### src/rtl/booth_multiplier.sv
// rtl/booth_multiplier.sv - sequential radix-2 Booth signed multiplier
module booth_multiplier #(
  parameter int WIDTH = 8
) (
  input  logic                 clk,
  input  logic                 rst_n,
  input  logic                 start,
  input  logic [WIDTH-1:0]     a,
  input  logic [WIDTH-1:0]     b,
  output logic                 busy,
  output logic                 done,
  output logic [2*WIDTH-1:0]   c
);

  localparam int CW = $clog2(WIDTH + 1);

  typedef enum logic [1:0] {
    IDLE   = 2'd0,
    RUN    = 2'd1,
    FINISH = 2'd2
  } state_t;

  state_t               state_q, state_d;
  logic [WIDTH:0]       m_q, m_d;      // multiplicand, sign-extended by one bit
  logic [WIDTH:0]       acc_q, acc_d;  // one guard bit so -M of the most-negative value fits
  logic [WIDTH-1:0]     q_q, q_d;
  logic                 q1_q, q1_d;
  logic [CW-1:0]        cnt_q, cnt_d;
  logic [2*WIDTH-1:0]   c_q, c_d;
  logic                 done_q, done_d;
  logic [WIDTH:0]       sum;

  assign busy = (state_q != IDLE);
  assign done = done_q;
  assign c    = c_q;

  // State and datapath registers; reset aborts any operation in flight
  always_ff @(posedge clk or negedge rst_n) begin
    if (!rst_n) begin
      state_q <= IDLE;
      m_q     <= '0;
      acc_q   <= '0;
      q_q     <= '0;
      q1_q    <= 1'b0;
      cnt_q   <= '0;
      c_q     <= '0;
      done_q  <= 1'b0;
    end else begin
      state_q <= state_d;
      m_q     <= m_d;
      acc_q   <= acc_d;
      q_q     <= q_d;
      q1_q    <= q1_d;
      cnt_q   <= cnt_d;
      c_q     <= c_d;
      done_q  <= done_d;
    end
  end

  // Next-state logic: capture on start, one Booth step per RUN cycle, publish in FINISH
  always_comb begin
    state_d = state_q;
    m_d     = m_q;
    acc_d   = acc_q;
    q_d     = q_q;
    q1_d    = q1_q;
    cnt_d   = cnt_q;
    c_d     = c_q;
    done_d  = 1'b0;
    sum     = acc_q;

    case (state_q)
      IDLE: begin
        if (start) begin
          m_d     = {a[WIDTH-1], a};
          acc_d   = '0;
          q_d     = b;
          q1_d    = 1'b0;
          cnt_d   = CW'(WIDTH);
          state_d = RUN;
        end
      end
      RUN: begin
        case ({q_q[0], q1_q})
          2'b01:   sum = acc_q + m_q;
          2'b10:   sum = acc_q - m_q;
          default: sum = acc_q;
        endcase
        // arithmetic right shift of {A, Q, Q_1}
        acc_d = {sum[WIDTH], sum[WIDTH:1]};
        q_d   = {sum[0], q_q[WIDTH-1:1]};
        q1_d  = q_q[0];
        cnt_d = cnt_q - CW'(1);
        if (cnt_q == CW'(1)) begin
          state_d = FINISH;
        end
      end
      FINISH: begin
        c_d     = {acc_q[WIDTH-1:0], q_q};
        done_d  = 1'b1;
        state_d = IDLE;
      end
      default: begin
        state_d = IDLE;
      end
    endcase
  end

endmodule

### config.mk
export PLATFORM = sky130hd
export DESIGN_NAME = booth_multiplier
export DESIGN_NICKNAME = d
export VERILOG_FILES = /design/src/rtl/booth_multiplier.sv
export SDC_FILE = /design/constraint.sdc
export NUM_CORES = 1
export LEC_CHECK = 0
export CAP_MARGIN = 10
export CORE_MARGIN = 2
export CORE_UTILIZATION = 50
export CTS_BUF_LIST = sky130_fd_sc_hd__clkbuf_16
export CTS_CLUSTER_DIAMETER = 60
export DETAILED_ROUTE_END_ITERATION = 16
export PLACE_DENSITY = 0.81
export SLEW_MARGIN = 20
export SYNTH_ARGS = -nofsm -noshare
export SYNTH_HDL_FRONTEND = slang
export SYNTH_SLANG_ARGS = --single-unit
### constraint.sdc
create_clock -name clk -period 3.3 [get_ports clk]
set_input_delay 0.33 -clock clk [delete_from_list [all_inputs] [get_ports clk]]
set_output_delay 0.33 -clock clk [all_outputs]
set_load 0.1 [all_outputs]
==> results.json, run 1 <==
{
  "status": "finished, final reports clean",
  "die_area_um2": 5700,
  "area_delta_synth_final_pct": 21.3,
  "place_hpwl_um": 3450,
  "die_h_um": 75.5,
  "avgSynthCellArea_um2": 9.79,
  "synth_nets": 293,
  "path_buf_inv": 1,
  "place.gp.congestion": 0.890,
  "path_depth": 9,
  "fin_skew_ps": 4.76,
  "synth_area_um2": 2550,
  "synth_enable_flop_cells": 0,
  "reg2reg_from": "q_q[0]$_DFFE_PN0P_",
  "slowest_delay_ps": 410,
  "firstDrtPassIters": 4,
  "slew_viol_final": 0,
  "worst_ep_arrival_time_ps": 2900,
  "n_antenna_cell": 0,
  "setup_tns_ps": 0,
  "path_delay_family": "multiplexers",
  "synth-async-reset-ratio": 1.00,
  "wl_per_cell_um": 13.4,
  "row_count": 26,
  "tightest_slew_ps": 974,
  "r2r_slack_ps": 610,
  "yosysSeqAreaShare": 0.470,
  "clock_latency_ps": 280,
  "ys_ff_latch": 48,
  "yosys-top-cells-area": "dfrtp_1 (47%), mux2_2 (7.1%), nand2_1 (6.6%), ha_1 (5.9%), o21ai_0 (3.3%)",
  "yosys_warnings": 0,
  "grt_pass1_vias": 1791,
  "initial_core_util": 0.510,
  "clkTransAtPathRegs_ps": 60,
  "synthTopCellsByCount": "dfrtp_1 (48), nand2_1 (45), o21ai_0 (17), mux2_2 (16), nor2_1 (16)",
  "coreArea_um2": 5010,
  "ant_nets": 0,
  "drive_above_1_share": 0.112,
  "crit_chain": "ha_1 > mux2_2 > inv_1 > ha_1 > nor2b_1 > o211a_1 > o31ai_1 > mux2_2 > o22ai_1",
  "dr.first_iter.drc_count": 118,
  "via_count": 1916,
  "numCtsBuffers": 5,
  "viasPerCell": 5.25,
  "gr-total-overflow": 0,
  "maxCapViolCount": 0,
  "grt_max_degree": 49,
  "wirelength_um": 4910,
  "final.setup.worst_slack_ps": 605,
  "io_buffers": 36,
  "synthDistinctLibCells": 44,
  "antenna_found_initial": 0,
  "seqCellArea_um2": 1200,
  "cts_root_buffer": "clkbuf_16",
  "crit_fanout": 8,
  "rsz0062_at_grt": "no",
  "critPathLaunch": "q_q[0]$_DFFE_PN0P_",
  "synthesis.instances": 261,
  "period_needed_ps": 2690,
  "cts_setup_buffers": 0,
  "place_ws_ps": 675,
  "crit_path_top_delay_cell": "mux2_2",
  "synth_top_cell_by_area": "dfrtp_1",
  "cts_tree": "done",
  "grtUsageTotal": 0.196,
  "hold_class": "in2async",
  "drc": 0,
  "ioPinCount": 37,
  "grt_pass1_wl_um": 8450,
  "h-tree-depth": 2,
  "finalSetupViolCount": 0,
  "rr_worst_depth": 9,
  "slew_headroom": 0.349,
  "max_clock_freq_ghz": 0.371,
  "ctsResizeCount": 0,
  "clk_path_buf_depth": 2,
  "n_fill_cell": 442,
  "clock_sinks": 48,
  "netlist.area_leader.share": 0.470,
  "worstSetupStartpointType": "flop",
  "hold_buffers": 0,
  "nets": 326,
  "hold_viol_final": 0,
  "multi_input_area_um2": 1250,
  "path_class": "reg2reg",
  "crit_required_ps": 3500,
  "cp-end-kind": "flop",
  "yosysMostFrequentCell": "dfrtp_1",
  "post-route-period-util": 0.817,
  "ys.flop_type": "dfrtp_1",
  "die_w_um": 75.5
}
-- kinds of logic (layout without fill, tap and decap cells) --
group,Yosys count,after routing,synth area share
AO/OA/AOI/OAI,56,56,0.142
flip-flops,48,48,0.470
adder cells (fa/ha/maj),13,13,0.0666
multiplexers,19,19,0.0823
buffers and inverters,24,58,0.0416
AND/OR/NAND/NOR,94,94,0.174
XOR/XNOR,7,7,0.0240
-- layer usage --
metal,up-vias,global-route usage,routed length (um)
met5,-,0,0
met4,0,0.0468,52
met3,4,0.0397,169
met2,42,0.329,2380
met1,900,0.263,2300
li1,970,-,-
-- registers in the layout, indices dropped and copies added (netlist names) --
signal and flops:
acc_q 8, c 16, cnt_q 4, done 1, m_q 8, q1_q 1, q_q 8, state_q 2
-- placed cells by master, fill, tap and decap left out, types with 4 or more instances in the layout --
cell type | Yosys | routed
nand3_1 | 7 | 7
a22oi_1 | 7 | 7
o21ai_0 | 17 | 17
nor3_1 | 5 | 5
clkbuf_16 | 0 | 5
xnor2_1 | 6 | 6
clkdlybuf4s50_1 | 0 | 35
ha_1 | 12 | 12
dfrtp_1 | 48 | 48
nand2_1 | 45 | 45
mux2_2 | 16 | 16
nor2b_1 | 5 | 5
a31oi_1 | 4 | 4
inv_1 | 12 | 12
a21oi_1 | 11 | 11
nor2_1 | 16 | 16
-- layout make-up --
type	count	area share
repair buffers	38	0.120
multi-input cells	189	0.403
well taps	70	0.0283
clock inverters	3	0.00606
clock buffers	5	0.0404
flip-flops and latches	48	0.388
inverters	12	0.0145
-- metrics by stage --
step | util | std cells | cell area (um2) | hold WS (ps)
after floorplan | - | 261 | 2550 | 34.4
after global placement | 0.589 | 357 | 2950 | 464
after detailed placement | 0.589 | 357 | 2950 | 472
after CTS | 0.618 | 365 | 3100 | 267
after global routing | 0.618 | 365 | 3100 | 95.1
final | 0.618 | 365 | 3100 | 53.8
-- path summary, 6_finish.rpt --
kind | to
max in group asynchronous | c[15]$_DFFE_PN0P_
hold reg to reg | c[9]$_DFFE_PN0P_
hold / removal | c[3]$_DFFE_PN0P_
setup reg to reg | acc_q[4]$_DFFE_PN0P_
min in group clk | c[9]$_DFFE_PN0P_
setup / recovery | acc_q[4]$_DFFE_PN0P_
Power of run 1 is not shown: default switching activity piles up to over one toggle a cycle in this logic, so the estimate is an artifact.
==> run 2: changes to the inputs <==
==> constraint.sdc (replaced) <==
create_clock -name clk -period 2.5 [get_ports clk]
set_input_delay 0.25 -clock clk [delete_from_list [all_inputs] [get_ports clk]]
set_output_delay 0.25 -clock clk [all_outputs]
set_load 0.1 [all_outputs]
==> run 2 against run 1 <==
Compared with the run above: cell area increased by 2.4%; hold slack got worse by 17 ps; count of clock-buffer cells in the layout unchanged; die area unchanged.
==> results.json, run 2 (same netlist as run 1, synthesis figures left out) <==
{
  "grtUsageTotal": 0.200,
  "h-tree-depth": 2,
  "finalSetupViolCount": 0,
  "row_count": 26,
  "ant_nets": 0,
  "status": "finished, final reports clean",
  "crit_required_ps": 2660,
  "n_antenna_cell": 0,
  "path_class": "reg2reg",
  "antenna_found_initial": 0,
  "slew_viol_final": 0,
  "n_fill_cell": 413,
  "fin_skew_ps": 7.11,
  "max_clock_freq_ghz": 0.412,
  "wl_per_cell_um": 14.2,
  "area_delta_synth_final_pct": 24.2,
  "grt_max_degree": 49,
  "clock_sinks": 48,
  "clock_latency_ps": 290,
  "slowest_delay_ps": 460,
  "slew_headroom": 0.421,
  "viasPerCell": 5.43,
  "cts_root_buffer": "clkbuf_16",
  "via_count": 2019,
  "worstSetupStartpointType": "flop",
  "path_delay_family": "simple AND/OR/NAND/NOR gates",
  "nets": 334,
  "coreArea_um2": 5010,
  "maxCapViolCount": 0,
  "seqCellArea_um2": 1200,
  "path_buf_inv": 1,
  "place_hpwl_um": 3660,
  "gr-total-overflow": 0,
  "final.setup.worst_slack_ps": 70.4,
  "multi_input_area_um2": 1320,
  "layout_commonest_cell": "dfrtp_1",
  "crit_path_top_delay_cell": "or3_1",
  "period_needed_ps": 2430,
  "firstDrtPassIters": 4,
  "cp-end-kind": "flop",
  "wirelength_um": 5290,
  "clk_path_buf_depth": 2,
  "fin_area_um2": 3170,
  "drc": 0,
  "post-route-period-util": 0.972,
  "place_area_um2": 2940,
  "grt_pass1_wl_um": 8640,
  "initial_core_util": 0.510,
  "worst_ep_arrival_time_ps": 2590,
  "hold_viol_final": 0,
  "hold_class": "in2async",
  "place.gp.congestion": 0.889,
  "final_cell_mix": "dfrtp_1 (48), nand2_1 (45), buf_4 (28), o21ai_0 (17), clkdlybuf4s50_1 (17)",
  "grt_pass1_vias": 1905,
  "io_buffers": 36,
  "die_area_um2": 5700,
  "crit_chain": "ha_4 > buf_4 > nor2_1 > xnor2_1 > ha_1 > or3_1 > o31ai_4 > mux2i_1 > o211ai_1",
  "dr.first_iter.drc_count": 146,
  "drive_above_1_share": 0.222,
  "numCtsBuffers": 5,
  "hold_slack_ps": 36.5,
  "hold_buffers": 0,
  "ioPinCount": 37,
  "crit_fanout": 7,
  "largest_register_ffs": 16,
  "cts_tree": "done",
  "tightest_slew_ps": 869,
  "die_w_um": 75.5,
  "die_h_um": 75.5,
  "place_ws_ps": 37.0,
  "clkTransAtPathRegs_ps": 60
}
==> run 2: cell count changes in the layout (fill, tap and decap cells not counted), sizes merged <==
cell	previous run	this run
buf	3	29
clkdlybuf4s50	35	17
clkinv	3	1
clkinvlp	0	1
==> run 2: layer usage <==
layer	global-route usage	routed length, um	vias to the layer above
li1	-	-	990
met4	0.0741	148	0
met3	0.0357	176	13
met5	0	0	-
met1	0.254	2260	970
met2	0.341	2710	46
==> run 2: layout make-up <==
type,count,share of cell area
clock buffer,5,0.0394
clock inverter,2,0.00394
sequential,48,0.379
inverter,12,0.0142
timing repair buffer,46,0.121
tap,70,0.0276
multi-input combinational,189,0.415
==> run 2: worst reg2reg max path: cells and delay by family (launching register included) <==
kind                     cells  cell delay, ps
multiplexers                 1             210
flip-flops                   1             410
XOR/XNOR                     1              90
AO/OA/AOI/OAI                2             400
AND/OR/NAND/NOR              2             590
adder cells (fa/ha/maj)      2             450
buffers and inverters        1             150
==> run 2: repair_timing <==
| action | 4_1_cts | 5_1_grt |
|---|---|---|
| endpoints found under the setup margin | 1 | 6 |
| pin swaps | 0 | 4 |
| buffers inserted | 0 | 3 |
| resized for setup | 1 | 14 |
==> run 2: path summary, 6_finish.rpt <==
kind / startpoint / cells after the start / end / slack (ps)
max in group asynchronous: rst_n / 2 / c[14]$_DFFE_PN0P_ / 2070
hold / removal: rst_n / 2 / c[4]$_DFFE_PN0P_ / 40
setup reg to reg: q_q[0]$_DFFE_PN0P_ / 9 / acc_q[6]$_DFFE_PN0P_ / 70
min in group clk: c[8]$_DFFE_PN0P_ / 2 / c[8]$_DFFE_PN0P_ / 490
hold reg to reg: c[8]$_DFFE_PN0P_ / 2 / c[8]$_DFFE_PN0P_ / 490
setup / recovery: q_q[0]$_DFFE_PN0P_ / 9 / acc_q[6]$_DFFE_PN0P_ / 70
==> run 2: per-stage QoR <==
step | utilization | TNS, ps | instances
floorplan | - | 0 | 261
global placement | 0.588 | 0 | 362
detailed placement | 0.588 | 0 | 362
CTS | 0.616 | 0 | 369
global route | 0.633 | -63.6 | 372
finish | 0.633 | 0 | 372
Power of run 2 is left out for the same reason.
==> run 3: changes to the inputs <==
--- a/config.mk
+++ b/config.mk
@@ -9,8 +9,9 @@
 export CORE_MARGIN = 2
 export CORE_UTILIZATION = 50
 export CTS_BUF_LIST = sky130_fd_sc_hd__clkbuf_16
-export CTS_CLUSTER_DIAMETER = 60
+export CTS_CLUSTER_SIZE = 25
 export DETAILED_ROUTE_END_ITERATION = 16
+export MAX_ROUTING_LAYER = met4
 export PLACE_DENSITY = 0.81
 export SLEW_MARGIN = 20
 export SYNTH_ARGS = -nofsm -noshare
==> run 3 against run 2 <==
Compared with the run above: final cell count stayed put; cell area stayed put; core utilization stayed put; flip-flop and latch count stayed put; critical path type unchanged; via count is 1.8% higher; hold slack better by 0.71 ps; global-route usage is 0.62 points higher.
==> results.json, run 3 (same netlist as run 1, synthesis figures left out) <==
{
  "status": "finished, final reports clean",
  "drc": 0,
  "critPathLaunch": "q_q[0]$_DFFE_PN0P_",
  "area_delta_synth_final_pct": 24.2,
  "die_h_um": 75.5,
  "rr_worst_depth": 9,
  "firstDrtPassIters": 4,
  "n_antenna_cell": 0,
  "setup_tns_ps": 0,
  "place.gp.congestion": 0.904,
  "clock_latency_ps": 290,
  "numCtsBuffers": 5,
  "gr-total-overflow": 0,
  "fin_skew_ps": 6.20,
  "r2r_end": "acc_q[6]$_DFFE_PN0P_",
  "path_class": "reg2reg",
  "die_w_um": 75.5,
  "r2r_slack_ps": 60,
  "slew_headroom": 0.426,
  "final_cell_mix": "dfrtp_1 (48), nand2_1 (45), buf_4 (28), o21ai_0 (17), clkdlybuf4s50_1 (17)",
  "via_count": 2055,
  "clkTransAtPathRegs_ps": 60,
  "maxCapViolCount": 0,
  "ant_nets": 0,
  "grt_max_degree": 49,
  "hold_viol_final": 0,
  "grt_pass1_wl_um": 8640,
  "grtUsageTotal": 0.206,
  "crit_required_ps": 2660,
  "die_area_um2": 5700,
  "tightest_slew_ps": 860,
  "antenna_found_initial": 0,
  "finalSetupViolCount": 0,
  "max_clock_freq_ghz": 0.410,
  "io_buffers": 36,
  "clock_sinks": 48,
  "clk_path_buf_depth": 2,
  "worst_ep_arrival_time_ps": 2600,
  "cts_tree": "done",
  "drive_above_1_share": 0.222,
  "initial_core_util": 0.510,
  "wl_per_cell_um": 14.4,
  "crit_fanout": 7,
  "cp-end-kind": "flop",
  "viasPerCell": 5.52,
  "endpoint": "acc_q[6]$_DFFE_PN0P_",
  "worstSetupStartpointType": "flop",
  "hold_class": "in2async",
  "coreArea_um2": 5010,
  "reg2reg_from": "q_q[0]$_DFFE_PN0P_",
  "place_hpwl_um": 3660,
  "nets": 334,
  "row_count": 26,
  "period_needed_ps": 2440,
  "wirelength_um": 5340,
  "layout_commonest_cell": "dfrtp_1",
  "slew_viol_final": 0,
  "dr.first_iter.drc_count": 161,
  "post-route-period-util": 0.976,
  "ioPinCount": 37,
  "cts_root_buffer": "clkbuf_16",
  "grt_pass1_vias": 1907,
  "largest_register_ffs": 16,
  "h-tree-depth": 2
}
run 3: cell counts in the layout (fill, tap and decap cells not counted):
No cell type changed its count.
run 3: critical path: stages (launching register included):
cell	delay, ps
dfrtp_1	410
ha_4	180
buf_4	150
nor2_1	130
xnor2_1	90
ha_1	270
or3_1	460
o31ai_4	310
mux2i_1	210
o211ai_1	90
run 3: cell type report:
class / instances / area (um2)
fillers: 413 / 1840
multi-input cells: 189 / 1320
flip-flops and latches: 48 / 1200
repair buffers: 46 / 385
clock buffers: 5 / 125
well taps: 70 / 87.6
inverters: 12 / 45.0
clock inverters: 2 / 12.5
run 3: repair_timing:
item                                    CTS  global route
endpoints found under the setup margin    1             6
pin swaps                                 0             4
buffers inserted                          0             3
gates resized for setup                   1            14
hold buffers                              0             0
run 3: worst min-delay path by stage:
| stage | start | endpoint | slack [ps] |
|---|---|---|---|
| global route | rst_n | c[3]$_DFFE_PN0P_ | 100 |
| CTS | rst_n | c[1]$_DFFE_PN0P_ | 70 |
| floorplan | rst_n | acc_q[0]$_DFFE_PN0P_ | -50 |
| finish | rst_n | c[1]$_DFFE_PN0P_ | 40 |
| global placement | rst_n | c[1]$_DFFE_PN0P_ | 380 |
| detailed placement | rst_n | c[1]$_DFFE_PN0P_ | 370 |
run 3: through the flow:
stage               setup slack [ps]  hold WS (ps)  area (um2)  cells   util
floorplan                        100         -45.6        2550    261      -
global placement                98.3           375        2940    362  0.588
detailed placement              37.0           374        2940    362  0.588
CTS                             23.6          69.4        3090    369  0.616
global route                   -39.2           103        3170    372  0.633
finish                          60.9          37.2        3170    372  0.633
run 3: per-layer routing:
metal	global-route usage	routed length, um	up-vias
met1	0.254	2240	1002
met5	-	0	-
met3	0.0357	206	13
li1	-	-	987
met2	0.341	2740	53
met4	0.0741	148	0
Power of run 3 is left out for the same reason.
